## config.mk

```make
export PLATFORM = sky130hd
export DESIGN_NAME = rmii_tx_framer
export DESIGN_NICKNAME = d
export VERILOG_FILES = /design/src/rtl/rmii_tx_framer.sv
export SDC_FILE = /design/constraint.sdc
export NUM_CORES = 1
export LEC_CHECK = 0
export ABC_AREA = 1
export BUFFER_PORTS_ARGS = -buffer_cell sky130_fd_sc_hd__buf_2
export CAP_MARGIN = 10
export CELL_PAD_IN_SITES_DETAIL_PLACEMENT = 1
export CELL_PAD_IN_SITES_GLOBAL_PLACEMENT = 1
export CORE_MARGIN = 4
export CORE_UTILIZATION = 49
export DETAILED_ROUTE_END_ITERATION = 12
export HOLD_SLACK_MARGIN = 0.15
export PLACE_DENSITY_LB_ADDON = 0.1
export SLEW_MARGIN = 20
export SYNTH_ARGS = -nofsm -noshare
export SYNTH_HDL_FRONTEND = slang
export SYNTH_SLANG_ARGS = --single-unit
```

## constraint.sdc

```tcl
create_clock -name i_clk -period 6.1 [get_ports i_clk]
set_input_delay 0.305 -clock i_clk [delete_from_list [all_inputs] [get_ports i_clk]]
set_output_delay 0.305 -clock i_clk [all_outputs]
set_load 0.02 [all_outputs]
```

## src/rtl/rmii_tx_framer.sv

```systemverilog
// RMII transmit framer: wraps a byte stream in preamble/SFD, zero padding, CRC-32 FCS and
// inter-frame gap, and serialises it as LSB-first dibits on the 50MHz reference clock.
module rmii_tx_framer #(
    parameter int unsigned PREAMBLE_BYTES = 7,
    parameter int unsigned MIN_FRAME      = 60,
    parameter int unsigned IFG_BYTES      = 12
) (
    input  logic       i_clk,
    input  logic       i_reset,
    input  logic [7:0] i_s_data,
    input  logic       i_s_valid,
    input  logic       i_s_last,
    output logic       o_s_ready,
    output logic       o_tx_en,
    output logic       o_tx0,
    output logic       o_tx1,
    output logic       o_busy,
    output logic       o_frame_done,
    output logic       o_underrun
);

    typedef enum logic [2:0] {
        StIdle,
        StPreamble,
        StSfd,
        StData,
        StPad,
        StFcs,
        StIfg
    } state_t;

    localparam logic [15:0] PreLast = 16'(PREAMBLE_BYTES - 1);
    localparam logic [15:0] IfgLast = 16'(IFG_BYTES - 1);
    localparam logic [10:0] MinLen  = 11'(MIN_FRAME);

    state_t      r_state, w_state_d;
    logic [1:0]  r_dib, w_dib_d;
    logic [15:0] r_cnt, w_cnt_d;
    logic [10:0] r_len, w_len_d;
    logic        r_last_taken, w_last_d;
    logic [7:0]  r_byte, w_byte_d;
    logic [31:0] r_crc, w_crc_d;
    logic        r_tx_en, w_tx_en_d;
    logic [1:0]  r_txd, w_txd_d;
    logic        r_frame_done;
    logic        r_underrun;

    logic        w_wrap;
    logic        w_ready;
    logic        w_accept;
    logic        w_abort;
    logic [31:0] w_fcs;
    logic [4:0]  w_fcs_idx;

    function automatic logic [31:0] crc_dibit(input logic [31:0] c, input logic [1:0] d);
        logic [31:0] x;
        x = c;
        for (int i = 0; i < 2; i++) begin
            if (x[0] ^ d[i]) begin
                x = (x >> 1) ^ 32'hEDB8_8320;
            end else begin
                x = x >> 1;
            end
        end
        return x;
    endfunction

    // State and dibit counter describe the dibit currently on the pins
    assign w_wrap   = (r_dib == 2'd3);
    assign w_ready  = ((r_state == StSfd) || (r_state == StData)) && w_wrap && !r_last_taken;
    assign w_accept = w_ready && i_s_valid;
    assign w_abort  = w_ready && !i_s_valid;

    always_comb begin
        w_state_d = r_state;
        w_dib_d   = r_dib + 2'd1;
        w_cnt_d   = r_cnt;
        w_len_d   = r_len;
        w_last_d  = r_last_taken;
        w_byte_d  = r_byte;

        if (w_accept) begin
            w_byte_d = i_s_data;
            w_last_d = i_s_last;
            if (r_len != 11'h7FF) begin
                w_len_d = r_len + 11'd1;
            end
        end

        case (r_state)
            StIdle: begin
                w_dib_d = 2'd0;
                if (i_s_valid) begin
                    w_state_d = StPreamble;
                    w_cnt_d   = '0;
                    w_len_d   = '0;
                    w_last_d  = 1'b0;
                end
            end
            StPreamble: begin
                if (w_wrap) begin
                    if (r_cnt == PreLast) begin
                        w_state_d = StSfd;
                        w_cnt_d   = '0;
                    end else begin
                        w_cnt_d = r_cnt + 16'd1;
                    end
                end
            end
            StSfd: begin
                if (w_wrap) begin
                    w_cnt_d   = '0;
                    w_state_d = w_abort ? StIfg : StData;
                end
            end
            StData: begin
                if (w_wrap) begin
                    w_cnt_d = '0;
                    if (r_last_taken) begin
                        w_state_d = (r_len < MinLen) ? StPad : StFcs;
                    end else if (w_abort) begin
                        w_state_d = StIfg;
                    end
                end
            end
            StPad: begin
                if (w_wrap) begin
                    w_len_d = r_len + 11'd1;
                    if ((r_len + 11'd1) >= MinLen) begin
                        w_state_d = StFcs;
                    end
                end
            end
            StFcs: begin
                if (w_wrap) begin
                    if (r_cnt[1:0] == 2'd3) begin
                        w_state_d = StIfg;
                        w_cnt_d   = '0;
                    end else begin
                        w_cnt_d = r_cnt + 16'd1;
                    end
                end
            end
            StIfg: begin
                if (w_wrap) begin
                    if (r_cnt == IfgLast) begin
                        w_cnt_d = '0;
                        // A waiting frame starts straight out of the gap
                        if (i_s_valid) begin
                            w_state_d = StPreamble;
                            w_len_d   = '0;
                            w_last_d  = 1'b0;
                        end else begin
                            w_state_d = StIdle;
                        end
                    end else begin
                        w_cnt_d = r_cnt + 16'd1;
                    end
                end
            end
            default: begin
                w_state_d = StIdle;
            end
        endcase
    end

    always_comb begin
        case (r_state)
            StData, StPad: w_crc_d = crc_dibit(r_crc, r_txd);
            StFcs:         w_crc_d = r_crc;
            default:       w_crc_d = 32'hFFFF_FFFF;
        endcase
    end

    // Output registers are loaded with the dibit belonging to the next position
    always_comb begin
        w_fcs     = ~w_crc_d;
        w_fcs_idx = {w_cnt_d[1:0], w_dib_d, 1'b0};
        w_tx_en_d = 1'b1;
        w_txd_d   = 2'b00;
        case (w_state_d)
            StPreamble: w_txd_d = 2'b01;
            StSfd:      w_txd_d = (w_dib_d == 2'd3) ? 2'b11 : 2'b01;
            StData:     w_txd_d = w_byte_d[{w_dib_d, 1'b0} +: 2];
            StPad:      w_txd_d = 2'b00;
            StFcs:      w_txd_d = w_fcs[w_fcs_idx +: 2];
            default:    w_tx_en_d = 1'b0;
        endcase
    end

    always_ff @(posedge i_clk or posedge i_reset) begin
        if (i_reset) begin
            r_state      <= StIdle;
            r_dib        <= 2'd0;
            r_cnt        <= '0;
            r_len        <= '0;
            r_last_taken <= 1'b0;
            r_byte       <= '0;
            r_crc        <= 32'hFFFF_FFFF;
            r_tx_en      <= 1'b0;
            r_txd        <= 2'b00;
            r_frame_done <= 1'b0;
            r_underrun   <= 1'b0;
        end else begin
            r_state      <= w_state_d;
            r_dib        <= w_dib_d;
            r_cnt        <= w_cnt_d;
            r_len        <= w_len_d;
            r_last_taken <= w_last_d;
            r_byte       <= w_byte_d;
            r_crc        <= w_crc_d;
            r_tx_en      <= w_tx_en_d;
            r_txd        <= w_txd_d;
            r_frame_done <= (r_state == StFcs) && w_wrap && (r_cnt[1:0] == 2'd3);
            r_underrun   <= w_abort;
        end
    end

    assign o_s_ready    = w_ready;
    assign o_tx_en      = r_tx_en;
    assign o_tx0        = r_txd[0];
    assign o_tx1        = r_txd[1];
    assign o_busy       = (r_state != StIdle);
    assign o_frame_done = r_frame_done;
    assign o_underrun   = r_underrun;

endmodule

```

==> run_results.csv <==
group,metric,value,unit
detailed_routing,drc,0,
logic_synthesis,synthesis.area_per_instance,6.87,sq um
die,die_width,110,um
die,num_io_pins,19,
die,die-height,110,um
cts,hold_buffers,0,
logic_synthesis,synth_top_area_share,22.6,%
detailed_routing,drtPass1Iterations,5,
job,max_cap_viol_count,0,
global_route,global_route.overflow_total,0,
timing,max-slew-margin-rel,32.9,%
cts,clock_network_latency_to_the_later_pin_of_the_worst_skew_pair,370,ps
die,num_rows,36,
cells_and_area,area.growth.synth_to_final,7.70,%
logic_synthesis,largest_area_contributor_in_the_synthesized_netlist,"dfrtp_1",
pwr,cellPowerDensity,184,nW/um^2
cts,postCtsResizedCells,0,
pwr,power.switching_fraction,22.7,%
logic_synthesis,synth_seq_area_share,39.1,%
worst_setup_path,timing.critical_path.to_type,"flip-flop",
pwr,design_power_total,1.01,mW
detailed_routing,final_antenna_net_count,0,
logic_synthesis,synth_top_flop_cell,"dfrtp_1",
detailed_routing,routed_via_density,5.69,
cells_and_area,fraction_of_final_layout_cells_sized_beyond_drive_strength_1,12.7,%
logic_synthesis,synth_compound_gate_area_share,9.93,%
worst_setup_path,critPathArrivalTime,3170,ps
global_route,antenna_found_initial,0,
cts,tritoncts,"yes",
cts,cts.htree.levels,3,
cts,cts.root.buffer_cell,"clkbuf_8",
logic_synthesis,synthXorXnorAreaFrac,0.861,%
cts,clock_tree.buffer_depth,2,
logic_synthesis,combinational_family_with_the_most_area_after_synthesis,"simple AND/OR/NAND/NOR gates",
timing,setup_tns,0,ps
logic_synthesis,ys_async_sr_fraction,100,%
die,die-area,12100,sq um
cts,cts_post_setup_buffers_inserted,0,
pwr,power.ir.vdd_worst,0.129,mV
pwr,internal_pwr_total,781,uW
logic_synthesis,synth_seq_cells,78,
pwr,part_of_the_total_power_dissipated_in_sequential_elements,51.7,%
logic_synthesis,netlist_instances,741,
timing,drv_slew,0,
worst_setup_path,timing.critical_path.required,6360,ps
placement,replace_congestion,0.877,
logic_synthesis,mappedNetlistArea,5090,sq um
cts,clkSinkCount,78,
placement,detailedPlacementHpwl,11000,um
global_route,aggregate_global_route_resource_usage,27.0,%
cells_and_area,finish.net_count,770,
die,initial_core_util,51.1,%
timing,minimum_period_implied_by_the_final_worst_setup_slack,2910,ps
detailed_routing,dr_total_vias,5068,
timing,layout_worst_path_cycle_share,47.8,%
cts,clk_pin_slew,90,ps
pwr,power.switching,230,uW
worst_setup_path,worstSetupStartpointType,"flip-flop",
pwr,p_clk_share,45.9,%
logic_synthesis,synth_cell_type_count,42,
timing,rsz0062_at_grt,"false",
cells_and_area,antenna_cells_inserted,0,
worst_setup_path,crit_path_max_fanout,18,
placement,placement.io_buffers,18,
timing,tightestPinTransition,1000,ps
die,core,9950,sq um
logic_synthesis,synthAdderAreaFrac,1.23,%
detailed_routing,wire_per_inst,17.1,um
detailed_routing,routed_wl,15200,um
run_status,outcome,"finished, final reports clean",
logic_synthesis,synth.net_count,758,
timing,fmaxAchievable,343,MHz
timing,finalClockSkew,8.67,ps
timing,hold_fails_final_rpt,0,
global_route,grt_start_max_net_pins,79,
logic_synthesis,ys.warnings.count,0,
cts,cts_buffer_count,9,
worst_setup_path,critPathKind,"flip-flop to flip-flop",
global_route,grt_first_pass_wirelength,25500,um
logic_synthesis,synth_edf_count,0,
pwr,cellLeakagePower,2.75,nW
hold_path,hp-class,"primary input to flip-flop",
logic_synthesis,muxShareOfSynthArea,0,%
global_route,first_global_vias,5292,
logic_synthesis,netlist_top_cells_area,"dfrtp_1 23%, nand2_1 18%, dfstp_2 17%",
logic_synthesis,synthSimpleGateAreaFrac,39.6,%
timing,setup_violations,0,
detailed_routing,number_of_violations_reported_at_the_end_of_detailed_routing_iteration_0,296,
pwr,combinationalPowerShare,2.4,%
==> power by group through the flow <==
stage	logic, mW	registers (mW)	clock network, mW
final	0.0244	0.523	0.464
after global routing	0.0284	0.523	0.495
after CTS	0.0253	0.523	0.470
after detailed placement	0.0253	0.532	0
after global placement	0.0243	0.532	0
after floorplan	0.0148	0.531	0
==> placed cells by master (no fill, tap or decap), types with 3 or more instances in the layout <==
master,count
buf_2,18
nand3b_1,3
xor2_1,4
clkbuf_8,9
ha_1,5
a21oi_1,19
nand3_1,91
a31oi_1,4
inv_2,5
o22ai_1,3
dfstp_2,32
clkinv_2,4
nor3_1,4
nand2_1,247
inv_1,88
o221ai_1,7
nand4_1,14
o21ai_0,30
nor2_4,4
nand2_2,5
dfrtp_1,46
nand3_2,6
nor2_1,70
o211ai_1,10
and2_1,4
==> worst max-delay path: stages, from the launching register on <==
cell     delay (ps)
dfrtp_1         380
ha_1            570
inv_2           140
nor2_1          150
nand2_2         120
nor2_4          380
inv_2           220
nand2_1         100
nand2_1          90
nor2_1          120
nor2_1           70
o21ai_1         140
nand2_1          80
nor2_1          170
nand2_1          70
==> registers in the layout, indices dropped and copies added, names as in the netlist <==
name	flops
r_crc	32
r_state	3
r_txd	2
o_tx_en	1
r_dib	2
r_last_taken	1
o_underrun	1
r_len	11
r_cnt	16
r_byte	8
o_frame_done	1
==> final timing paths <==
check | startpoint | to | slack (ps) | cells past startpoint
setup reg to reg | r_dib[0] | r_txd[0] | 3190 | 14
min in group asynchronous | i_reset | r_cnt[14] | 240 | 3
setup / recovery | r_dib[0] | r_txd[0] | 3190 | 14
hold / removal | i_s_data[6] | r_byte[6] | 160 | 3
max in group asynchronous | i_reset | r_len[3] | 5210 | 3
hold reg to reg | r_byte[6] | r_byte[6] | 480 | 2
==> cell usage after synthesis, types with 4 or more instances <==
cell,count
nor3_1,4
inv_2,5
nand3_1,91
buf_2,11
inv_1,89
o221ai_1,7
nand2_1,247
xor2_1,4
o211ai_1,10
ha_1,5
a21oi_1,19
nor2_4,4
nor2_1,70
o21ai_0,30
dfstp_2,32
dfrtp_1,46
a31oi_1,4
nand2_2,5
and2_1,4
nand4_1,14
nand3_2,6
==> through the flow <==
step                cells  util, %  hold WS, ps  worst slack (ps)  cell area [sq um]
floorplan             741        -          400              3850               5090
finish                891     55.1          163              3190               5480
global route          891     55.1          191              2910               5480
global placement      875     52.7          456              3270               5250
detailed placement    875     52.7          465              3200               5250
CTS                   891     55.1          161              3210               5480
==> per-layer routing <==
layer  GRT usage (%)  up-vias  share of wire [%]  wire length [um]
met1            35.9     2542                 47              7220
li1                -     2424                  -                 -
met3            3.23       15                3.4               522
met5               0        -                  0                 0
met2            45.9       87                 48              7290
met4            8.19        0                1.3               201
==> final cells by class <==
cell class                      count  area (sq um)
Clock buffer                       10           149
Clock inverter                      6          81.3
Fill cell                        1355          4470
Inverter                           95           358
Multi-Input combinational cell    549          2630
Sequential cell                    78          1990
Tap cell                          133           166
Timing Repair Buffer               20           105
==> logic make-up (layout without fill, tap and decap cells) <==
family          after synthesis  after routing
simple gates                456            456
compound gates               83             83
xor+xnor                      5              5
fa+ha+maj                     5              5
buf+inv                     114            131
flops                        78             78
No activity file was read; power rests on OpenSTA's default activity.
